File: config.mk
export PLATFORM = sky130hd
export DESIGN_NAME = mul_shift_add_flat
export DESIGN_NICKNAME = d
export VERILOG_FILES = /design/src/rtl/mul_pkg.sv /design/src/rtl/mul_shift_add_if.sv /design/src/rtl/Adder_CLA.sv /design/src/rtl/mul_shift_add.sv /design/src/flat_wrapper.sv
export SDC_FILE = /design/constraint.sdc
export NUM_CORES = 1
export LEC_CHECK = 0
export ABC_CLOCK_PERIOD_IN_PS = 3500
export CORE_ASPECT_RATIO = 0.75
export CORE_MARGIN = 8
export CORE_UTILIZATION = 25
export CTS_CLUSTER_SIZE = 40
export DETAILED_ROUTE_END_ITERATION = 8
export PLACE_DENSITY = 0.45
export SLEW_MARGIN = 20
export SYNTH_ARGS = -nofsm -noshare
export SYNTH_HDL_FRONTEND = slang
export SYNTH_SLANG_ARGS = --single-unit
export TNS_END_PERCENT = 1
File: constraint.sdc
create_clock -name clk -period 3.5 [get_ports clk]
set_input_delay 0.875 -clock clk [delete_from_list [all_inputs] [get_ports clk]]
set_output_delay 0.875 -clock clk [all_outputs]
set_load 0.01 [all_outputs]
File: src/rtl/mul_pkg.sv
// Shared types and constants for the radix-2 shift-add multiplier.
package mul_pkg;

    typedef enum logic [1:0] {
        IDLE = 2'd0,
        CALC = 2'd1,
        FIX  = 2'd2,
        DONE = 2'd3
    } state_t;

    // Lookahead slice width of Adder_CLA; operand width must be a multiple of it.
    localparam int ADDER_SLICE = 4;

    function automatic bit width_ok(input int n);
        return (n >= ADDER_SLICE) && ((n % ADDER_SLICE) == 0);
    endfunction

endpackage

File: src/rtl/mul_shift_add_if.sv
// Operand/result valid-ready bundle for mul_shift_add; slave side is the multiplier.
interface mul_shift_add_if #(
    parameter int N = 32
);

    logic           in_valid;
    logic           in_ready;
    logic [N-1:0]   in_a;
    logic [N-1:0]   in_b;
    logic           out_valid;
    logic           out_ready;
    logic [2*N-1:0] out_prod;

    modport master (
        output in_valid, in_a, in_b, out_ready,
        input  in_ready, out_valid, out_prod
    );

    modport slave (
        input  in_valid, in_a, in_b, out_ready,
        output in_ready, out_valid, out_prod
    );

endinterface

File: src/rtl/Adder_CLA.sv
// N-bit adder built from 4-bit carry-lookahead slices, carry rippling between slices.
module Adder_CLA
    import mul_pkg::*;
#(
    parameter int N = 32
) (
    input  logic [N-1:0] a,
    input  logic [N-1:0] b,
    input  logic         c_in,
    output logic [N-1:0] sum,
    output logic         c_out
);

    localparam int SLICES = N / ADDER_SLICE;

    logic [SLICES:0] carry;

    assign carry[0] = c_in;

    for (genvar s = 0; s < SLICES; s++) begin : g_slice
        logic [3:0] g;
        logic [3:0] p;
        logic [4:0] c;

        assign g    = a[4*s +: 4] & b[4*s +: 4];
        assign p    = a[4*s +: 4] ^ b[4*s +: 4];
        assign c[0] = carry[s];
        // Each slice carry is a flat sum-of-products of the slice carry-in.
        assign c[1] = g[0] | (p[0] & c[0]);
        assign c[2] = g[1] | (p[1] & g[0]) | (p[1] & p[0] & c[0]);
        assign c[3] = g[2] | (p[2] & g[1]) | (p[2] & p[1] & g[0])
                    | (p[2] & p[1] & p[0] & c[0]);
        assign c[4] = g[3] | (p[3] & g[2]) | (p[3] & p[2] & g[1])
                    | (p[3] & p[2] & p[1] & g[0])
                    | (p[3] & p[2] & p[1] & p[0] & c[0]);

        assign sum[4*s +: 4] = p ^ c[3:0];
        assign carry[s+1]    = c[4];
    end

    assign c_out = carry[SLICES];

endmodule

File: src/rtl/mul_shift_add.sv
// Sequential N x N -> 2N shift-add multiplier around one Adder_CLA.
// Define MUL_SIGNED_EN for two's-complement operands (adds a FIX state).
module mul_shift_add
    import mul_pkg::*;
#(
    parameter int N = 32
) (
    input  logic            clk,
    input  logic            rst_n,
    mul_shift_add_if.slave  bus
);

    localparam int CW = $clog2(N) + 1;

    if (!width_ok(N)) begin : g_bad_width
        $error("mul_shift_add: N=%0d must be >= %0d and a multiple of %0d",
               N, ADDER_SLICE, ADDER_SLICE);
    end

    state_t         state;
    state_t         state_next;
    logic [N-1:0]   mcand;
    logic [2*N-1:0] prod;
    logic [CW-1:0]  count;
    logic [N-1:0]   add_b;
    logic [N-1:0]   sum;
    logic           c_out;
    logic           last_step;

`ifdef MUL_SIGNED_EN
    logic           neg;
    logic [N-1:0]   mag_a;
    logic [N-1:0]   mag_b;

    // -2^(N-1) negates to itself, which is the correct unsigned magnitude.
    assign mag_a = bus.in_a[N-1] ? (~bus.in_a + N'(1)) : bus.in_a;
    assign mag_b = bus.in_b[N-1] ? (~bus.in_b + N'(1)) : bus.in_b;
`endif

    assign last_step = (count == CW'(N - 1));
    assign add_b     = prod[0] ? mcand : '0;

    Adder_CLA #(.N(N)) u_adder (
        .a     (prod[2*N-1:N]),
        .b     (add_b),
        .c_in  (1'b0),
        .sum   (sum),
        .c_out (c_out)
    );

    always_ff @(posedge clk or negedge rst_n) begin
        if (!rst_n) begin
            state <= IDLE;
        end else begin
            state <= state_next;
        end
    end

    always_comb begin
        // NOTE: every output gets a default before the case so no path infers a latch.
        state_next    = state;
        bus.in_ready  = 1'b0;
        bus.out_valid = 1'b0;
        case (state)
            IDLE: begin
                bus.in_ready = 1'b1;
                if (bus.in_valid) state_next = CALC;
            end
            CALC: begin
`ifdef MUL_SIGNED_EN
                if (last_step) state_next = FIX;
`else
                if (last_step) state_next = DONE;
`endif
            end
            FIX: state_next = DONE;
            DONE: begin
                bus.out_valid = 1'b1;
                if (bus.out_ready) state_next = IDLE;
            end
            default: state_next = IDLE;
        endcase
    end

    // NOTE: non-blocking assignments so every register samples pre-edge values.
    always_ff @(posedge clk or negedge rst_n) begin
        if (!rst_n) begin
            mcand <= '0;
            prod  <= '0;
            count <= '0;
`ifdef MUL_SIGNED_EN
            neg   <= 1'b0;
`endif
        end else begin
            case (state)
                IDLE: begin
                    if (bus.in_valid) begin
`ifdef MUL_SIGNED_EN
                        mcand <= mag_a;
                        prod  <= {{N{1'b0}}, mag_b};
                        neg   <= bus.in_a[N-1] ^ bus.in_b[N-1];
`else
                        mcand <= bus.in_a;
                        prod  <= {{N{1'b0}}, bus.in_b};
`endif
                        count <= '0;
                    end
                end
                CALC: begin
                    // Adder carry becomes the new top bit, so no product bit is lost.
                    prod  <= {c_out, sum, prod[N-1:1]};
                    count <= count + CW'(1);
                end
`ifdef MUL_SIGNED_EN
                FIX: begin
                    if (neg) prod <= ~prod + (2*N)'(1);
                end
`endif
                default: ;
            endcase
        end
    end

    assign bus.out_prod = prod;

endmodule

File: src/flat_wrapper.sv
// flat-port wrapper written by rule: the top's interface ports become plain ports
module mul_shift_add_flat import mul_pkg::*;
#(
    parameter int N = 32
)
  (clk, rst_n, bus_in_valid, bus_in_a, bus_in_b, bus_out_ready, bus_in_ready, bus_out_valid, bus_out_prod);
  mul_shift_add_if #(.N(N)) bus_i ();
  input  logic clk;
  input  logic rst_n;
  input wire logic [$bits(bus_i.in_valid)-1:0] bus_in_valid;
  input wire logic [$bits(bus_i.in_a)-1:0] bus_in_a;
  input wire logic [$bits(bus_i.in_b)-1:0] bus_in_b;
  input wire logic [$bits(bus_i.out_ready)-1:0] bus_out_ready;
  output wire logic [$bits(bus_i.in_ready)-1:0] bus_in_ready;
  output wire logic [$bits(bus_i.out_valid)-1:0] bus_out_valid;
  output wire logic [$bits(bus_i.out_prod)-1:0] bus_out_prod;
  assign bus_i.in_valid = bus_in_valid;
  assign bus_i.in_a = bus_in_a;
  assign bus_i.in_b = bus_in_b;
  assign bus_i.out_ready = bus_out_ready;
  assign bus_in_ready = bus_i.in_ready;
  assign bus_out_valid = bus_i.out_valid;
  assign bus_out_prod = bus_i.out_prod;
  mul_shift_add #(.N(N)) u_core (.clk(clk), .rst_n(rst_n), .bus(bus_i));
endmodule
# [Word-level counts from Yosys, hierarchy flattened]
# Index checks and enable logic that the tools add are counted.
[totals] ff_bits=104 latchBits=0 mem_bits_rw=0 rom_bits=0 input_bits=68 out_inout_bits=66 wordCells=249 mem_count=0
[classes] n_addsub=1 multipliers=0 n_div=0 order_cmp=0 eq_ne=7 shifts=0 mux=11 n_bitwise=221 reduce_logical=5
[ops] cell="$pmux W64 S2" count=1
[ops] cell="$and A1 B1 Y1" count=121
[ops] cell="$or A1 B1 Y1" count=76
[ops] cell="$mux W64" count=1
[ops] cell="$xor A4 B4 Y4" count=16
[ops] cell="$and A4 B4 Y4" count=8
[ops] cell="$mux W32" count=1
[ops] cell="$pmux W6 S2" count=1
[ops] cell="$pmux W2 S4" count=1
[ops] cell="$add A6 B1 Y6 const B" count=1
[ops] cell="$eq A6 B5 Y1 const B" count=1
[ops] cell="$mux W2" count=3
[ops] cell="$mux W6" count=1
[ops] cell="$eq A2 B2 Y1 const B" count=2
[ops] cell="$ne A2 B2 Y1 const B" count=2
[ops] cell="$reduce_and A2 Y1" count=2
[ops] cell="$reduce_and A3 Y1" count=1
[ops] cell="$eq A2 B1 Y1 const B" count=1
[ops] cell="$logic_not A2 Y1" count=1
[ops] cell="$mux W1" count=2
[ops] cell="$ne A2 B1 Y1 const B" count=1
[ops] cell="$reduce_bool A2 Y1" count=1

# [Longest topological paths before layout]
[depth] ltp_word=22 depth_mapped=12 mapped_depth_nobuf=11

# [Hierarchy]
# From an unflattened synthesis, not the netlist that was laid out.
[unflattened] cells_unflattened=521 hier_area_um2=5795.6
[by_module_without_submodules] mod="mul_shift_add" n_inst=1 cells_per_inst=358 area_each_um2=4414.2 seq_area_each_um2=2602.5
[by_module_without_submodules] mod="Adder_CLA" n_inst=1 cells_per_inst=163 area_each_um2=1381.3 seq_area_each_um2=0.0

# [Worst setup path before layout]
# No wires, ideal clock.
[synth_path] kind="flip-flop to flip-flop" from="register u_core.prod[0] (netlist: u_core.bus.out_prod[0])" to="register u_core.prod[59] (netlist: u_core.bus.out_prod[59])" setup_ns=0.121 t_arrival_ns=2.842 required_ns=3.379 slack_ns=0.537 path_stages_with_launch=12 n_path_buf=1 period_less_slack_ns=2.963 path_cell_list="dfrtp_1 clkbuf_1 and2_1 ha_1 a21oi_1 nor2_1 o41ai_2 nand3_2 o211ai_2 or2b_1 fa_1 a22o_1"
[synth_between] elab_chain_cells=20 elab_cells_between_ends=92 cone_classes="2 x mux; 90 x bitwise"
[synth_lines] item="from (decl)" line="mul_shift_add.sv:23" rtl="logic [2*N-1:0] prod;"
[synth_lines] item="from (signal assigned)" line="mul_shift_add.sv:104" rtl="prod <= {{N{1'b0}}, bus.in_b};"
[synth_lines] item="from (signal assigned)" line="mul_shift_add.sv:111" rtl="prod <= {c_out, sum, prod[N-1:1]};"
[synth_lines] item="$mux W32 (*)" line="mul_shift_add.sv:41" rtl="assign add_b = prod[0] ? mcand : '0;"
[synth_lines] item="$xor A4 B4 Y4 / $and A4 B4 Y4 (equally long branches)" line="Adder_CLA.sv:26, Adder_CLA.sv:25"
[synth_lines] item="$and A1 B1 Y1 (on tied branches)"
[synth_lines] item="$or A1 B1 Y1, or another cell as far along" line="Adder_CLA.sv:33" rtl="assign c[4] = g[3] | (p[3] & g[2]) | (p[3] & p[2] & g[1])"
[synth_lines] item="$or A1 B1 Y1 / $and A1 B1 Y1 (equally long branches)" line="Adder_CLA.sv:33, Adder_CLA.sv:34"
[synth_lines] item="$or A1 B1 Y1" line="Adder_CLA.sv:34" rtl="| (p[3] & p[2] & p[1] & g[0])"
[synth_lines] item="$and A1 B1 Y1" line="Adder_CLA.sv:35" rtl="| (p[3] & p[2] & p[1] & p[0] & c[0]);"
[synth_lines] item="$or A1 B1 Y1" line="Adder_CLA.sv:35"
[synth_lines] item="[... 4 more ...]"
[synth_lines] item="$and A1 B1 Y1" line="Adder_CLA.sv:35"
[synth_lines] item="$or A1 B1 Y1" line="Adder_CLA.sv:35"
[synth_lines] item="$and A1 B1 Y1" line="Adder_CLA.sv:35"
[synth_lines] item="$or A1 B1 Y1" line="Adder_CLA.sv:35"
[synth_lines] item="$and A1 B1 Y1" line="Adder_CLA.sv:35"
[synth_lines] item="$or A1 B1 Y1" line="Adder_CLA.sv:35"
[synth_lines] item="$xor A4 B4 Y4 (*)" line="Adder_CLA.sv:37" rtl="assign sum[4*s +: 4] = p ^ c[3:0];"
[synth_lines] item="$pmux W64 S2 (*)" line="mul_shift_add.sv:95" rtl="case (state)"
# Every way passes the cells marked *; elsewhere a longest branch is shown, timed or not.
# A chain may end at the register's enable or synchronous reset.

# [Worst setup path after layout]
[layout_path] from="register u_core.prod[0] (netlist: u_core.bus.out_prod[0])" to="register u_core.prod[60] (netlist: u_core.bus.out_prod[60])"
[layout_between] elab_chain_cells=22 elab_cells_between_ends=95 cone_classes="2 x mux; 93 x bitwise"
[layout_lines] item="$mux W32 (*)" line="mul_shift_add.sv:41"
[layout_lines] item="$xor A4 B4 Y4 / $and A4 B4 Y4 (equally long branches)" line="Adder_CLA.sv:26, Adder_CLA.sv:25"
[layout_lines] item="$and A1 B1 Y1 (on tied branches)"
[layout_lines] item="$or A1 B1 Y1, or another cell as far along" line="Adder_CLA.sv:33"
[layout_lines] item="$or A1 B1 Y1 / $and A1 B1 Y1 (equally long branches)" line="Adder_CLA.sv:33, Adder_CLA.sv:34"
[layout_lines] item="$or A1 B1 Y1" line="Adder_CLA.sv:34"
[layout_lines] item="$and A1 B1 Y1" line="Adder_CLA.sv:35"
[layout_lines] item="$or A1 B1 Y1" line="Adder_CLA.sv:35"
[layout_lines] item="[... 6 more ...]"
[layout_lines] item="$and A1 B1 Y1" line="Adder_CLA.sv:35"
[layout_lines] item="$or A1 B1 Y1" line="Adder_CLA.sv:35"
[layout_lines] item="$and A1 B1 Y1" line="Adder_CLA.sv:35"
[layout_lines] item="$or A1 B1 Y1" line="Adder_CLA.sv:35"
[layout_lines] item="$and A1 B1 Y1" line="Adder_CLA.sv:29" rtl="assign c[1] = g[0] | (p[0] & c[0]);"
[layout_lines] item="$or A1 B1 Y1" line="Adder_CLA.sv:29"
[layout_lines] item="$xor A4 B4 Y4 (*)" line="Adder_CLA.sv:37"
[layout_lines] item="$pmux W64 S2 (*)" line="mul_shift_add.sv:95"
# Marked as above.

==> flow_metrics.py <==
metrics = {
    "sta": {
        "report.final.slew_viol_count": 0,
        "rsz0062_at_grt": "false",
        "final.setup.tns_ns": 0,
        "slew_headroom_pct": 41.5,
        "hold_violations": 0,
        "fin_worst_skew_ns": 0.0107,
        "tightest_slew_ns": 0.875,
        "fmax_mhz": 315,
        "fin_crit_sh_pct": 90.7,
        "setup_viol": 0,
        "hold_slack_ns": 0.505,
        "layout_min_cycle_time_ns": 3.17,
    },
    "synthesis": {
        "synth_nets": 644,
        "yosysSeqAreaShare_pct": 45.6,
        "synth-edff-count": 0,
        "yosys.area.top_type_share_pct": 45.6,
        "synthDistinctLibCells": 47,
        "ys_top_cells_by_area": "dfrtp_1 46%, ha_1 8.1%, mux2_2 6.5%",
        "synth_area_um2": 5710,
        "synthArstFlopShare_pct": 100,
        "synth_ff_type": "dfrtp_1",
        "synth_area_leader_cell": "dfrtp_1",
        "syn_avg_cell_area_um2": 10.8,
        "synth_warnings": 0,
        "ys_ff_latch": 104,
        "synthCells": 531,
    },
    "place": {
        "dp_cells": 946,
        "placed_cell_area_um2": 7410,
        "numPortBuffers": 133,
        "gp_congestion": 0.813,
        "dp_hpwl_um": 11300,
    },
    "power_and_ir_drop": {
        "p_sw_share_pct": 39.1,
        "clkPwrFrac_pct": 17.4,
        "p_int_uw": 3970,
        "leakagePower_uw": 0.00337,
        "cellPowerDensity_nw_per_um2": 841,
        "peakVddDrop_mv": 0.367,
        "p_comb_share_pct": 50.1,
        "p_sw_uw": 2540,
        "seq_power_share_pct": 32.6,
    },
    "status": {
        "status": "completed",
    },
    "grt": {
        "overflow": 0,
        "grt_pass1_wl_um": 25500,
        "grt_pass1_vias": 4656,
        "grt_max_degree": 63,
        "antenna_found_initial": 0,
        "grt_usage_pct": 11.3,
    },
    "cts": {
        "cts-resized-gates": 0,
        "clkLatencyLatePin_ns": 0.36,
        "cts_sinks": 104,
        "numCtsBuffers": 9,
        "cts_tree": "built",
        "post_cts_buffers": 0,
        "root_buffer": "clkbuf_16",
        "path_clk_slew_ns": 0.08,
        "cts_max_level": 3,
        "cts_hold_buf": 0,
        "max-clock-path-buffers": 2,
    },
    "floorplan": {
        "floorplan.rows": 48,
        "core-area_um2": 22700,
        "die_h_um": 147,
        "io_pins": 134,
        "start_util_pct": 25.2,
        "die_x_um": 191,
        "die-area_um2": 28000,
    },
    "min_path": {
        "hp-start": "u_core.mcand[0]",
        "min_path_type": "reg2reg",
        "min_to": "u_core.mcand[0]",
        "whs_path_depth": 1,
    },
    "worst_setup_path": {
        "r2r_start": "u_core.bus.out_prod[0]",
        "arrival_ns": 3.38,
        "path_max_fanout": 34,
        "crit_buf_inv": 1,
        "critPathSlowestCell": "dfrtp_1",
        "critPathKind": "reg2reg",
        "crit_chain": "buf_12, and2_1, ha_1, a21oi_1, nor2_1, o41ai_2, nand3_2, o211ai_2, or2b_1, fa_1, xnor2_1, o21ai_0",
        "rr_worst_depth": 12,
        "startpoint_type": "flip-flop",
        "endpoint_kind": "flip-flop",
        "r2r-end": "u_core.bus.out_prod[60]",
        "cp.required_ns": 3.70,
        "reg2reg_slack_ns": 0.33,
        "cp_top_family": "compound AO/OA/AOI/OAI gates",
        "crit_path_max_incr_delay_ns": 0.40,
    },
    "cells_and_area": {
        "finalInstanceArea_um2": 7740,
        "fin_nets": 770,
        "antenna_cells": 0,
        "drive_gt1_share_pct": 10.1,
        "final_common_cell": "clkdlybuf4s50_1",
        "fillers": 2320,
        "mostFrequentLayoutCells": "132 x clkdlybuf4s50_1, 104 x dfrtp_1, 67 x nand2_1",
        "finalNonFillerCells": 962,
        "area_delta_synth_final_pct": 35.5,
    },
    "route": {
        "drt_pass1_iterations": 5,
        "postRouteAntennaNets": 0,
        "drc": 0,
        "drtIter0Drc": 208,
        "avgRoutedWirePerCell_um": 15.9,
        "routed_wl_um": 15300,
        "via_per_inst": 4.41,
        "vias": 4238,
    },
    "flow_run": {
        "drv_cap": 0,
    },
}
-- worst max-delay path by stage --
stage               cells after the start  slack, ns                   start                 endpoint
detailed placement                     12       0.34  u_core.bus.out_prod[0]  u_core.bus.out_prod[60]
finish                                 12       0.33  u_core.bus.out_prod[0]  u_core.bus.out_prod[60]
global placement                       12       0.37  u_core.bus.out_prod[0]  u_core.bus.out_prod[60]
floorplan                              11       0.54  u_core.bus.out_prod[0]  u_core.bus.out_prod[59]
CTS                                    12       0.32  u_core.bus.out_prod[0]  u_core.bus.out_prod[60]
global route                           12       0.09  u_core.bus.out_prod[0]  u_core.bus.out_prod[60]
-- Yosys cell counts, drive strengths merged (2+ instances only) --
cell and count:
inv 7, xnor2 15, xor2 8, nand3 8
nor2 12, nand2b 5, nand2 67, a21oi 19
a21boi 2, fa 8, and2 35, a22o 12
dfrtp 104, o21ai 63, nand4 5, ha 37
nor2b 3, clkbuf 18, mux2 33, a21o 8
nor3 3, mux2i 33, o21bai 2, buf 6
or3 2
-- cell families after synthesis --
logic type,Yosys count,share of synthesized area [%]
AND/OR/NAND/NOR,144,12.4
AO/OA/AOI/OAI,118,13.3
adder cells (fa/ha/maj),45,10.9
flip-flops,104,45.6
multiplexers,66,12.3
buffers and inverters,31,2.04
XOR/XNOR,23,3.53
-- worst register-to-register path, stage by stage (launching register included) --
cell      delay (ns)
dfrtp_1         0.40
buf_12          0.17
and2_1          0.16
ha_1            0.35
a21oi_1         0.18
nor2_1          0.07
o41ai_2         0.36
nand3_2         0.18
o211ai_2        0.27
or2b_1          0.27
fa_1            0.38
xnor2_1         0.14
o21ai_0         0.09
-- flip-flops by register name, summed over array words and instances (netlist names) --
register,cells
u_core.state,2
u_core.bus.out_prod,64
u_core.count,6
u_core.mcand,32
-- layout make-up --
class / instances / area [um^2] / area share [%]
clock buffer: 9 / 225 / 2.91
clock inverter: 7 / 103 / 1.33
inverter: 7 / 26.3 / 0.340
multi-input combinational: 396 / 3010 / 38.9
sequential: 104 / 2600 / 33.6
tap: 300 / 375 / 4.85
timing repair buffer: 139 / 1400 / 18.1
-- power by group through the flow --
stage | Sequential, uW | Clock, uW | Combinational, uW
4_1_cts | 2130 | 1170 | 3340
3_3_place_gp | 2140 | 0 | 3280
2_1_floorplan | 2160 | 0 | 2000
5_1_grt | 2200 | 1220 | 3680
6_report | 2120 | 1130 | 3260
3_5_place_dp | 2150 | 0 | 3320
-- per-stage QoR --
stage / worst slack, ns / total power, uW / util [%]
after global routing: 0.0880 / 7110 / 34.1
after CTS: 0.316 / 6650 / 34.1
final: 0.325 / 6510 / 34.1
after global placement: 0.370 / 5420 / 32.6
after detailed placement: 0.338 / 5480 / 32.6
after floorplan: 0.537 / 4150 / -
-- per-layer routing --
metal  GRT usage [%]  wire length (um)  part of all wire, %
met4            2.48                97                 0.64
met1            15.5              7610                   50
met5               0                 0                    0
met3            3.62              1060                  6.9
met2            17.1              6490                   43
Note: power is estimated with default switching activity, not from simulation.
